**src/rtl/cover_hit_collector_pkg.sv**
```systemverilog
// Shared types and constants for the cover-hit collector.
package cover_pkg;
   localparam int unsigned COVER_IDX_W         = 64;
   localparam int unsigned COVER_TOTAL_DEFAULT = 38253;

   typedef enum logic {RUN, DRAIN} cover_col_state_e;
endpackage

```
**src/rtl/cover_hit_collector_if.sv**
```systemverilog
// Ready/valid event stream carrying one global cover index per beat.
interface cover_hit_if;
   import cover_pkg::*;

   logic                   out_valid;
   logic                   out_ready;
   logic [COVER_IDX_W-1:0] out_index;

   modport master (output out_valid, output out_index, input out_ready);
   modport slave  (input out_valid, input out_index, output out_ready);
endinterface

```
**src/rtl/cover_hit_collector_lowest_set_index.sv**
```systemverilog
// Priority encoder: index and one-hot of the lowest set bit of vec_i.
module lowest_set_index #(
   parameter int W  = 15,
   parameter int IW = (W > 1) ? $clog2(W) : 1
) (
   input  logic [W-1:0]  vec_i,
   output logic [IW-1:0] idx_o,
   output logic [W-1:0]  onehot_o,
   output logic          any_o
);
   always_comb begin
      idx_o = '0;
      for (int i = W - 1; i >= 0; i--) begin
         if (vec_i[i]) idx_o = IW'(i);
      end
   end

   assign onehot_o = vec_i & (~vec_i + W'(1));
   assign any_o    = |vec_i;
endmodule

```
**src/rtl/cover_hit_collector.sv**
```systemverilog
// De-duplicates per-point hit strobes against a sticky covered bitmap and
// serializes each first-time hit as a global cover index on a ready/valid stream.
module cover_hit_collector
   import cover_pkg::*;
#(
   parameter int unsigned IN_WIDTH    = 15,
   parameter int unsigned COVER_INDEX = 0,
   parameter int unsigned COVER_TOTAL = COVER_TOTAL_DEFAULT
) (
   input  logic                          clock,
   input  logic                          reset,
   input  logic [IN_WIDTH-1:0]           valid,
   input  logic                          clear_req,
   cover_hit_if.master                   out_if,
   output logic [$clog2(IN_WIDTH+1)-1:0] covered_count,
   output logic                          clear_done,
   output logic                          busy
);
   localparam int IW = (IN_WIDTH > 1) ? $clog2(IN_WIDTH) : 1;
   localparam int CW = $clog2(IN_WIDTH + 1);

   if (IN_WIDTH < 1 || IN_WIDTH > 64) begin : g_bad_width
      $error("cover_hit_collector: IN_WIDTH must be 1..64");
   end
   if (COVER_INDEX + IN_WIDTH > COVER_TOTAL) begin : g_bad_range
      $error("cover_hit_collector: COVER_INDEX + IN_WIDTH exceeds COVER_TOTAL");
   end

   cover_col_state_e      state_q;
   logic [IN_WIDTH-1:0]   covered_q, covered_d, pending_q, pending_d;
   logic [IN_WIDTH-1:0]   new_hits, pop, low_oh;
   logic [CW-1:0]         count_q, count_d;
   logic [IW-1:0]         low_idx;
   logic                  low_any, hs, drain_empty, done_q;

   lowest_set_index #(.W(IN_WIDTH), .IW(IW)) u_lsi (
      .vec_i    (pending_q),
      .idx_o    (low_idx),
      .onehot_o (low_oh),
      .any_o    (low_any)
   );

   always_comb begin
      new_hits    = valid & ~covered_q;
      hs          = low_any & out_if.out_ready;
      pop         = hs ? low_oh : '0;
      pending_d   = (pending_q & ~pop) | new_hits;
      covered_d   = covered_q | new_hits;
      count_d     = count_q + CW'(hs);
      // Exit test ignores this edge's new hits: they survive in pending_d.
      drain_empty = ((pending_q & ~pop) == '0);
   end

   always_ff @(posedge clock) begin
      if (reset) begin
         state_q   <= RUN;
         covered_q <= '0;
         pending_q <= '0;
         count_q   <= '0;
         done_q    <= 1'b0;
      end else begin
         pending_q <= pending_d;
         covered_q <= covered_d;
         count_q   <= count_d;
         done_q    <= 1'b0;
         case (state_q)
            RUN: begin
               if (clear_req) begin
                  state_q <= DRAIN;
                  if (drain_empty) begin
                     covered_q <= '0;
                     count_q   <= '0;
                     done_q    <= 1'b1;
                  end
               end
            end
            DRAIN: begin
               // An empty-on-entry clear already finished; just return to RUN.
               if (done_q) begin
                  state_q <= RUN;
               end else if (drain_empty) begin
                  state_q   <= RUN;
                  covered_q <= '0;
                  count_q   <= '0;
                  done_q    <= 1'b1;
               end
            end
            default: state_q <= RUN;
         endcase
      end
   end

   assign out_if.out_valid = low_any;
   assign out_if.out_index = COVER_IDX_W'(COVER_INDEX) + COVER_IDX_W'(low_idx);
   assign covered_count    = count_q;
   assign clear_done       = done_q;
   assign busy             = (state_q == DRAIN);
endmodule

```
**src/flat_wrapper.sv**
```systemverilog
// flat-port wrapper written by rule: the top's interface ports become plain ports
module cover_hit_collector_flat import cover_pkg::*;
#(
   parameter int unsigned IN_WIDTH    = 15,
   parameter int unsigned COVER_INDEX = 0,
   parameter int unsigned COVER_TOTAL = COVER_TOTAL_DEFAULT
)
  (clock, reset, valid, clear_req, covered_count, clear_done, busy, out_if_out_valid, out_if_out_index, out_if_out_ready);
  cover_hit_if out_if_i ();
  input  logic clock;
  input  logic reset;
  input  logic [IN_WIDTH-1:0] valid;
  input  logic clear_req;
  output logic [$clog2(IN_WIDTH+1)-1:0] covered_count;
  output logic clear_done;
  output logic busy;
  output wire logic [$bits(out_if_i.out_valid)-1:0] out_if_out_valid;
  output wire logic [$bits(out_if_i.out_index)-1:0] out_if_out_index;
  input wire logic [$bits(out_if_i.out_ready)-1:0] out_if_out_ready;
  assign out_if_out_valid = out_if_i.out_valid;
  assign out_if_out_index = out_if_i.out_index;
  assign out_if_i.out_ready = out_if_out_ready;
  cover_hit_collector #(.IN_WIDTH(IN_WIDTH), .COVER_INDEX(COVER_INDEX), .COVER_TOTAL(COVER_TOTAL)) u_core (.clock(clock), .reset(reset), .valid(valid), .clear_req(clear_req), .out_if(out_if_i), .covered_count(covered_count), .clear_done(clear_done), .busy(busy));
endmodule
```
**config.mk**
```make
export PLATFORM = sky130hd
export DESIGN_NAME = cover_hit_collector_flat
export DESIGN_NICKNAME = d
export VERILOG_FILES = /design/src/rtl/cover_hit_collector_pkg.sv /design/src/rtl/cover_hit_collector_if.sv /design/src/rtl/cover_hit_collector_lowest_set_index.sv /design/src/rtl/cover_hit_collector.sv /design/src/flat_wrapper.sv
export SDC_FILE = /design/constraint.sdc
export NUM_CORES = 1
export LEC_CHECK = 0
export CORE_UTILIZATION = 47
export DETAILED_ROUTE_END_ITERATION = 8
export GPL_TIMING_DRIVEN = 0
export PLACE_DENSITY_LB_ADDON = 0.2
export SLEW_MARGIN = 20
export SYNTH_ARGS = -nofsm -noshare
export SYNTH_HDL_FRONTEND = slang
export SYNTH_HIERARCHICAL = 1
export SYNTH_SLANG_ARGS = --single-unit
```
**constraint.sdc**
```tcl
create_clock -name clock -period 3.6 [get_ports clock]
set_input_delay 0.9 -clock clock [delete_from_list [all_inputs] [get_ports clock]]
set_output_delay 0.9 -clock clock [all_outputs]
set_load 0.1 [all_outputs]
```
==> impl_results.rst <==
.. list-table::
   :header-rows: 1

   * - Metric
     - Value
   * - Filler-free cell count of the finished design
     - 419
   * - Worst reg2reg path startpoint
     - u_core/pending_q[0]
   * - Type of the worst setup path
     - flop to output pin
   * - Crit Path Max Fanout
     - 8
   * - Share of total power in the clock network
     - 22.6%
   * - Worst EP arrival
     - 2540 ps
   * - Vias in the first global route
     - 1,599
   * - Distinct cells, synth
     - 41
   * - Commonest register cell after synthesis
     - sky130_fd_sc_hd__dfxtp_1
   * - Seq/Total Area, Yosys
     - 32.2%
   * - CP startpoint kind
     - flop
   * - TritonCTS buffer count
     - 5
   * - Antenna viol nets, final
     - 0
   * - Detailed placement HPWL
     - 3650 µm
   * - Data required, critical path
     - 2700 ps
   * - Worst setup endpoint
     - out_if_out_valid
   * - Power dissipated by switching net loads
     - 0.617 mW
   * - Post-place instance area
     - 2790 µm²
   * - Clock slew at the register clock pins of the worst setup and hold paths
     - 70 ps
   * - Detailed-route wire length per cell
     - 11.2 µm
   * - Core Footprint
     - 4470 µm²
   * - Total of endpoints with negative setup slack in the final report
     - 0
   * - Number of warning messages in the yosys log
     - 6
   * - Crit end category
     - output pin
   * - Number of design-rule violations left by the first detailed-router iteration
     - 125
   * - Internal power component
     - 0.738 mW
   * - Number of antenna violations at the first check in global routing
     - 0
   * - Die Y
     - 71.0 µm
   * - Share of post-route cells with drive strength above 1
     - 22.3%
   * - Number of cell instances on the worst register-to-register path
     - 11
   * - Clock tree from TritonCTS
     - done
   * - Cell count after synthesis
     - 274
   * - Final Routed Wirelength
     - 4700 µm
   * - P per Cell Area
     - 468 nW/µm²
   * - Later-pin clock latency in the skew report
     - 290 ps
   * - Max Clock Freq
     - 291 MHz
   * - Setup repair bufs after CTS
     - 0
   * - Worst setup skew after layout
     - 3.81 ps
   * - Slack of the worst reg-to-reg path
     - 980 ps
   * - Syn avg cell area
     - 8.16 µm²
   * - Global placement routability congestion
     - 0.897
   * - Number of flops mapped to enable cells by yosys
     - 0
   * - Die X-Extent
     - 71.0 µm
   * - Final min period
     - 3440 ps
   * - Global Route Usage Sum
     - 18.5%
   * - Layout Nets
     - 388
   * - Endpoint of the most critical register-to-register path
     - u_core/covered_count[2]
   * - Layout overhead on the synthesized area
     - 29.4%
   * - Floorplan die area
     - 5040 µm²
   * - Antenna diode instance count
     - 0
   * - Area of all placed cells without fillers
     - 2890 µm²
   * - Remaining global-route overflow
     - 0
   * - Min-delay worst type
     - flop to flop
   * - First-pass GRT wire length
     - 7410 µm
   * - Ratio of final minimum period to clock period
     - 95.5%
   * - Number of remaining DRC errors
     - 0
   * - Number of pins exceeding their max-slew limit in the final report
     - 0
   * - Row cnt
     - 24
   * - Sequential share of power
     - 34.1%
   * - Headroom to the max-slew limit
     - 34.9%
   * - Number of cells in the design after placement
     - 412
   * - Max-cap violations
     - 0
   * - Buffer levels on the longest clock path
     - 2
   * - Pleak
     - 1.40 nW
   * - Proportion of register bits with asynchronous set or reset after synthesis
     - 0%
   * - # IOs
     - 90
   * - Maximum number of pins on one net before global-route repair
     - 11
   * - Clock Sinks
     - 36
   * - Pre-antenna DRT Iters
     - 6
   * - Effective utilization at floorplan
     - 50.0%
   * - Crit path launch
     - u_core/pending_q[0]
   * - Slew @ Worst Pin
     - 973 ps
   * - Mapped Area
     - 2240 µm²
   * - Final Hold Viols
     - 0
   * - Outcome
     - finished clean
   * - Final total negative setup slack
     - 0 ps
   * - Detailed-route via count
     - 1,936
   * - Proportion of power drawn by combinational gates
     - 43.3%
   * - H-Tree Level Count
     - 2
   * - Ratio of routed vias to standard cells
     - 4.62
   * - Switching power share of the total
     - 45.5%
   * - Root buffer cell
     - sky130_fd_sc_hd__clkbuf_8
   * - Unrepaired setup endpoints after global routing
     - no
   * - Total power consumption of the routed design
     - 1.35 mW
   * - Count of state elements after synthesis
     - 36
   * - Count of input and output buffers
     - 27
   * - Max rail drop VDD
     - 264 µV
[state kept, by name (all words and copies together) (netlist names)]
signal,cells
u_core/busy,1
u_core/clear_done,1
u_core/covered_count,4
u_core/covered_q,15
u_core/pending_q,15
[worst max-delay path, stage by stage, from the launching register on]
cell                              delay [ps]
sky130_fd_sc_hd__dfxtp_1                 380
sky130_fd_sc_hd__nor4_2                  410
sky130_fd_sc_hd__and3_1                  220
sky130_fd_sc_hd__buf_4                   140
sky130_fd_sc_hd__nand3_1                 100
sky130_fd_sc_hd__clkdlybuf4s50_1        1000
[synthesized netlist by cell type, types with 2 or more instances]
| library cell | n | area [µm²] |
|---|---|---|
| sky130_fd_sc_hd__a211oi_1 | 17 | 128 |
| sky130_fd_sc_hd__a21oi_1 | 18 | 90.1 |
| sky130_fd_sc_hd__a221oi_1 | 2 | 17.5 |
| sky130_fd_sc_hd__a22o_1 | 3 | 26.3 |
| sky130_fd_sc_hd__a22oi_1 | 4 | 30.0 |
| sky130_fd_sc_hd__a31oi_1 | 2 | 12.5 |
| sky130_fd_sc_hd__and2_1 | 4 | 25.0 |
| sky130_fd_sc_hd__and3_1 | 4 | 25.0 |
| sky130_fd_sc_hd__and4b_1 | 2 | 20.0 |
| sky130_fd_sc_hd__buf_2 | 3 | 15.0 |
| sky130_fd_sc_hd__buf_4 | 65 | 488 |
| sky130_fd_sc_hd__buf_6 | 2 | 22.5 |
| sky130_fd_sc_hd__clkbuf_1 | 4 | 15.0 |
| sky130_fd_sc_hd__dfxtp_1 | 36 | 721 |
| sky130_fd_sc_hd__ha_1 | 2 | 25.0 |
| sky130_fd_sc_hd__inv_1 | 3 | 11.3 |
| sky130_fd_sc_hd__nand2_1 | 2 | 7.51 |
| sky130_fd_sc_hd__nand2b_1 | 4 | 25.0 |
| sky130_fd_sc_hd__nand3_1 | 17 | 85.1 |
| sky130_fd_sc_hd__nor2_1 | 42 | 158 |
| sky130_fd_sc_hd__nor2b_1 | 15 | 93.8 |
| sky130_fd_sc_hd__nor3_1 | 2 | 10.0 |
| sky130_fd_sc_hd__nor4_2 | 3 | 37.5 |
[cells in the final DEF (no fill, tap or decap), types with 7 or more instances in the layout]
master | Yosys | final
sky130_fd_sc_hd__nand3_1 | 17 | 17
sky130_fd_sc_hd__dfxtp_1 | 36 | 36
sky130_fd_sc_hd__clkdlybuf4s50_1 | 0 | 24
sky130_fd_sc_hd__a21oi_1 | 18 | 18
sky130_fd_sc_hd__nor2b_1 | 15 | 15
sky130_fd_sc_hd__a211oi_1 | 17 | 17
sky130_fd_sc_hd__nor2_1 | 42 | 42
sky130_fd_sc_hd__conb_1 | 1 | 60
sky130_fd_sc_hd__buf_4 | 65 | 65
sky130_fd_sc_hd__clkbuf_8 | 0 | 7
[cell families (layout without fill, tap and decap cells)]
kind of cell | after synthesis | count (layout) | share of synthesized area, %
compound gates | 53 | 53 | 16.1
xor+xnor | 2 | 2 | 0.784
fa+ha+maj | 2 | 2 | 1.12
buf+inv | 77 | 111 | 24.7
flops | 36 | 36 | 32.2
other cells | 1 | 60 | 0.168
simple gates | 103 | 103 | 25.0
[what timing repair did]
item                       in CTS  in global routing
resized for setup               1                  2
hold buffers                    0                  0
setup endpoints to repair       1                  2
[through the flow]
| step | util [%] | hold slack (ps) | worst slack (ps) |
|---|---|---|---|
| 3_5_place_dp | 62.4 | 478 | 287 |
| 3_3_place_gp | 62.4 | 473 | 296 |
| 2_1_floorplan | - | 463 | 251 |
| 4_1_cts | 64.5 | 486 | 12.5 |
| 6_report | 64.7 | 485 | 162 |
| 5_1_grt | 64.7 | 508 | 17.2 |
[power groups by stage]
stage	Sequential, mW	Combinational, mW	Clock (mW)
3_5_place_dp	0.471	0.583	0
6_report	0.463	0.586	0.306
4_1_cts	0.462	0.584	0.311
5_1_grt	0.467	0.611	0.330
3_3_place_gp	0.469	0.579	0
2_1_floorplan	0.489	0.489	0
[layout make-up]
class                      count  area [µm²]
fill                         405        1580
multi-input combinational    220        1180
sequential                    36         721
buffer                        74         541
timing repair buffer          27         274
clock buffer                   7        96.3
tap                           52        65.1
inverter                       3        11.3
[how the worst min path moves through the flow]
stage                              startpoint                  end  slack (ps)  cells after the start
after CTS                 u_core/covered_q[8]  u_core/covered_q[8]         490                      2
final                     u_core/covered_q[0]  u_core/covered_q[0]         490                      2
after global placement    u_core/covered_q[6]  u_core/covered_q[6]         470                      2
after global routing      u_core/covered_q[9]  u_core/covered_q[9]         510                      2
after detailed placement  u_core/covered_q[8]  u_core/covered_q[8]         480                      2
after floorplan           u_core/covered_q[0]  u_core/covered_q[0]         460                      2
[per-layer routing]
layer | track usage [%] | vias to the layer above | part of all wire, % | wire length [µm]
li1 | - | 1006 | - | -
met1 | 24.9 | 839 | 46 | 2150
met2 | 30.0 | 84 | 46 | 2170
met3 | 3.85 | 7 | 7.0 | 330
met4 | 5.33 | 0 | 1.2 | 55
met5 | 0 | - | 0 | 0
Note: power is estimated with default switching activity, not from simulation.
==> edit: new RTL, same settings <==
Register the output `covered_count` once more, cleared by the reset; this adds one clock of latency there. The other outputs are not delayed to match.
--- a/src/rtl/cover_hit_collector.sv
+++ b/src/rtl/cover_hit_collector.sv
@@ -92,7 +92,13 @@
 
    assign out_if.out_valid = low_any;
    assign out_if.out_index = COVER_IDX_W'(COVER_INDEX) + COVER_IDX_W'(low_idx);
-   assign covered_count    = count_q;
+   always_ff @(posedge clock) begin
+      if (reset) begin
+         covered_count <= '0;
+      end else begin
+         covered_count <= count_q;
+      end
+   end
    assign clear_done       = done_q;
    assign busy             = (state_q == DRAIN);
 endmodule
Check against the original RTL: not equivalent (Yosys sat finds a counterexample within 4 cycles, from zero or initial values and one cycle with reset high).
==> edit against the original RTL <==
Sequential power up 9.7%. Sequential cell count is 4 higher. Total power increased by 2.5%. Clock skew shrank 1.6 ps. Die area increased by 4.6%. Setup slack worse by 40 ps. Worst hold slack worse by 12 ps. Cell count increased by 6.0%. Synthesized area grew 4.7%. Wire length grew 2.6%. Design area up 4.5%. Global-route usage is 0.099 points higher.
==> edit: results <==
[synthesis]
yosys-top-cells-area = "dfxtp_1, buf_4, nor2_1"
synth_commonest_cells = "buf_4, nor2_1, dfxtp_1, nor2b_1, a21oi_1"
synth.yosys.seq_area_share_pct = 34.2

[grt]
grt_usage_pct = 18.6
grt_max_degree = 12
grt_pass1_vias = 1596
grt_pass1_wl_um = 7440

[drt]
wl_per_cell_um = 10.9
viasPerCell = 4.50
drtIter0Drc = 78

[sta]
worst-slew-pin-transition_ps = 983
fin_skew_ps = 2.23

[pwr]
p_sw_w = 0.000618
sequentialPowerShare_pct = 36.6
p_leak_nw = 1.45
ir_worst_vdd_mv = 0.255
comb_power_share_pct = 41.7

[final_layout]
fin_nets = 397

[placement]
placed_area_mm2 = 0.00293
port_buffers = 28
place_hpwl_um = 3680
globalplace.congestion = 0.869

[outcome]
status = "complete, no violations"

[hold_path]
hp-start = "u_core/count_q[0]$_SDFF_PP0_"
hold_depth = 1
## edit: cell types whose count changed after synthesis, sizes merged
| cell | unedited run | this run |
|---|---|---|
| dfxtp | 36 | 40 |
| nor2b | 15 | 19 |
## edit: stage by stage
step	setup slack (ps)	power, W	std cells	utilization [%]
2_1_floorplan	251	0.00102	341	-
3_3_place_gp	246	0.00109	436	61.6
3_5_place_dp	223	0.00109	436	61.6
4_1_cts	38.9	0.00139	444	63.4
5_1_grt	43.3	0.00145	444	63.6
6_report	122	0.00139	444	63.6
## edit: per-layer routing
metal | vias to the layer above | wire length, um | part of all wire [%] | track usage [%]
li1 | 1037 | - | - | -
met1 | 893 | 2270 | 47 | 24.3
met2 | 66 | 2260 | 47 | 31.5
met3 | 2 | 264 | 5.5 | 3.31
met4 | 0 | 25 | 0.52 | 5.23
met5 | - | 0 | 0 | 0
## edit: timing repair
| action | 4_1_cts | 5_1_grt |
|---|---|---|
| endpoints found under the setup margin | 1 | 3 |
| resized for setup | 1 | 3 |
| pin swaps | 0 | 0 |
## edit: logic make-up after synthesis
family / after synthesis / synth area share (%)
adders and majority gates: 2 / 1.07
and+or+nand+nor: 107 / 24.9
DFF: 40 / 34.2
buffers and inverters: 77 / 23.6
other: 1 / 0.160
AOI/OAI and AO/OA: 53 / 15.3
xor gates and xnor gates: 2 / 0.748
## edit: area by class of cell
type                       count  area, um2
inverter                       3       11.3
tap                           67       83.8
sequential                    40        801
buffer                        74        541
multi-input combinational    224       1210
fill                         433       1730
timing repair buffer          28        287
clock buffer                   8       90.1
## edit: path summary, 6_finish.rpt
path,end,slack [ps]
max,out_if_out_valid,120
min,u_core/covered_count[0]$_SDFF_PP0_,470
max reg2reg,u_core/count_q[2]$_SDFF_PP0_,970
min reg2reg,u_core/covered_count[0]$_SDFF_PP0_,470
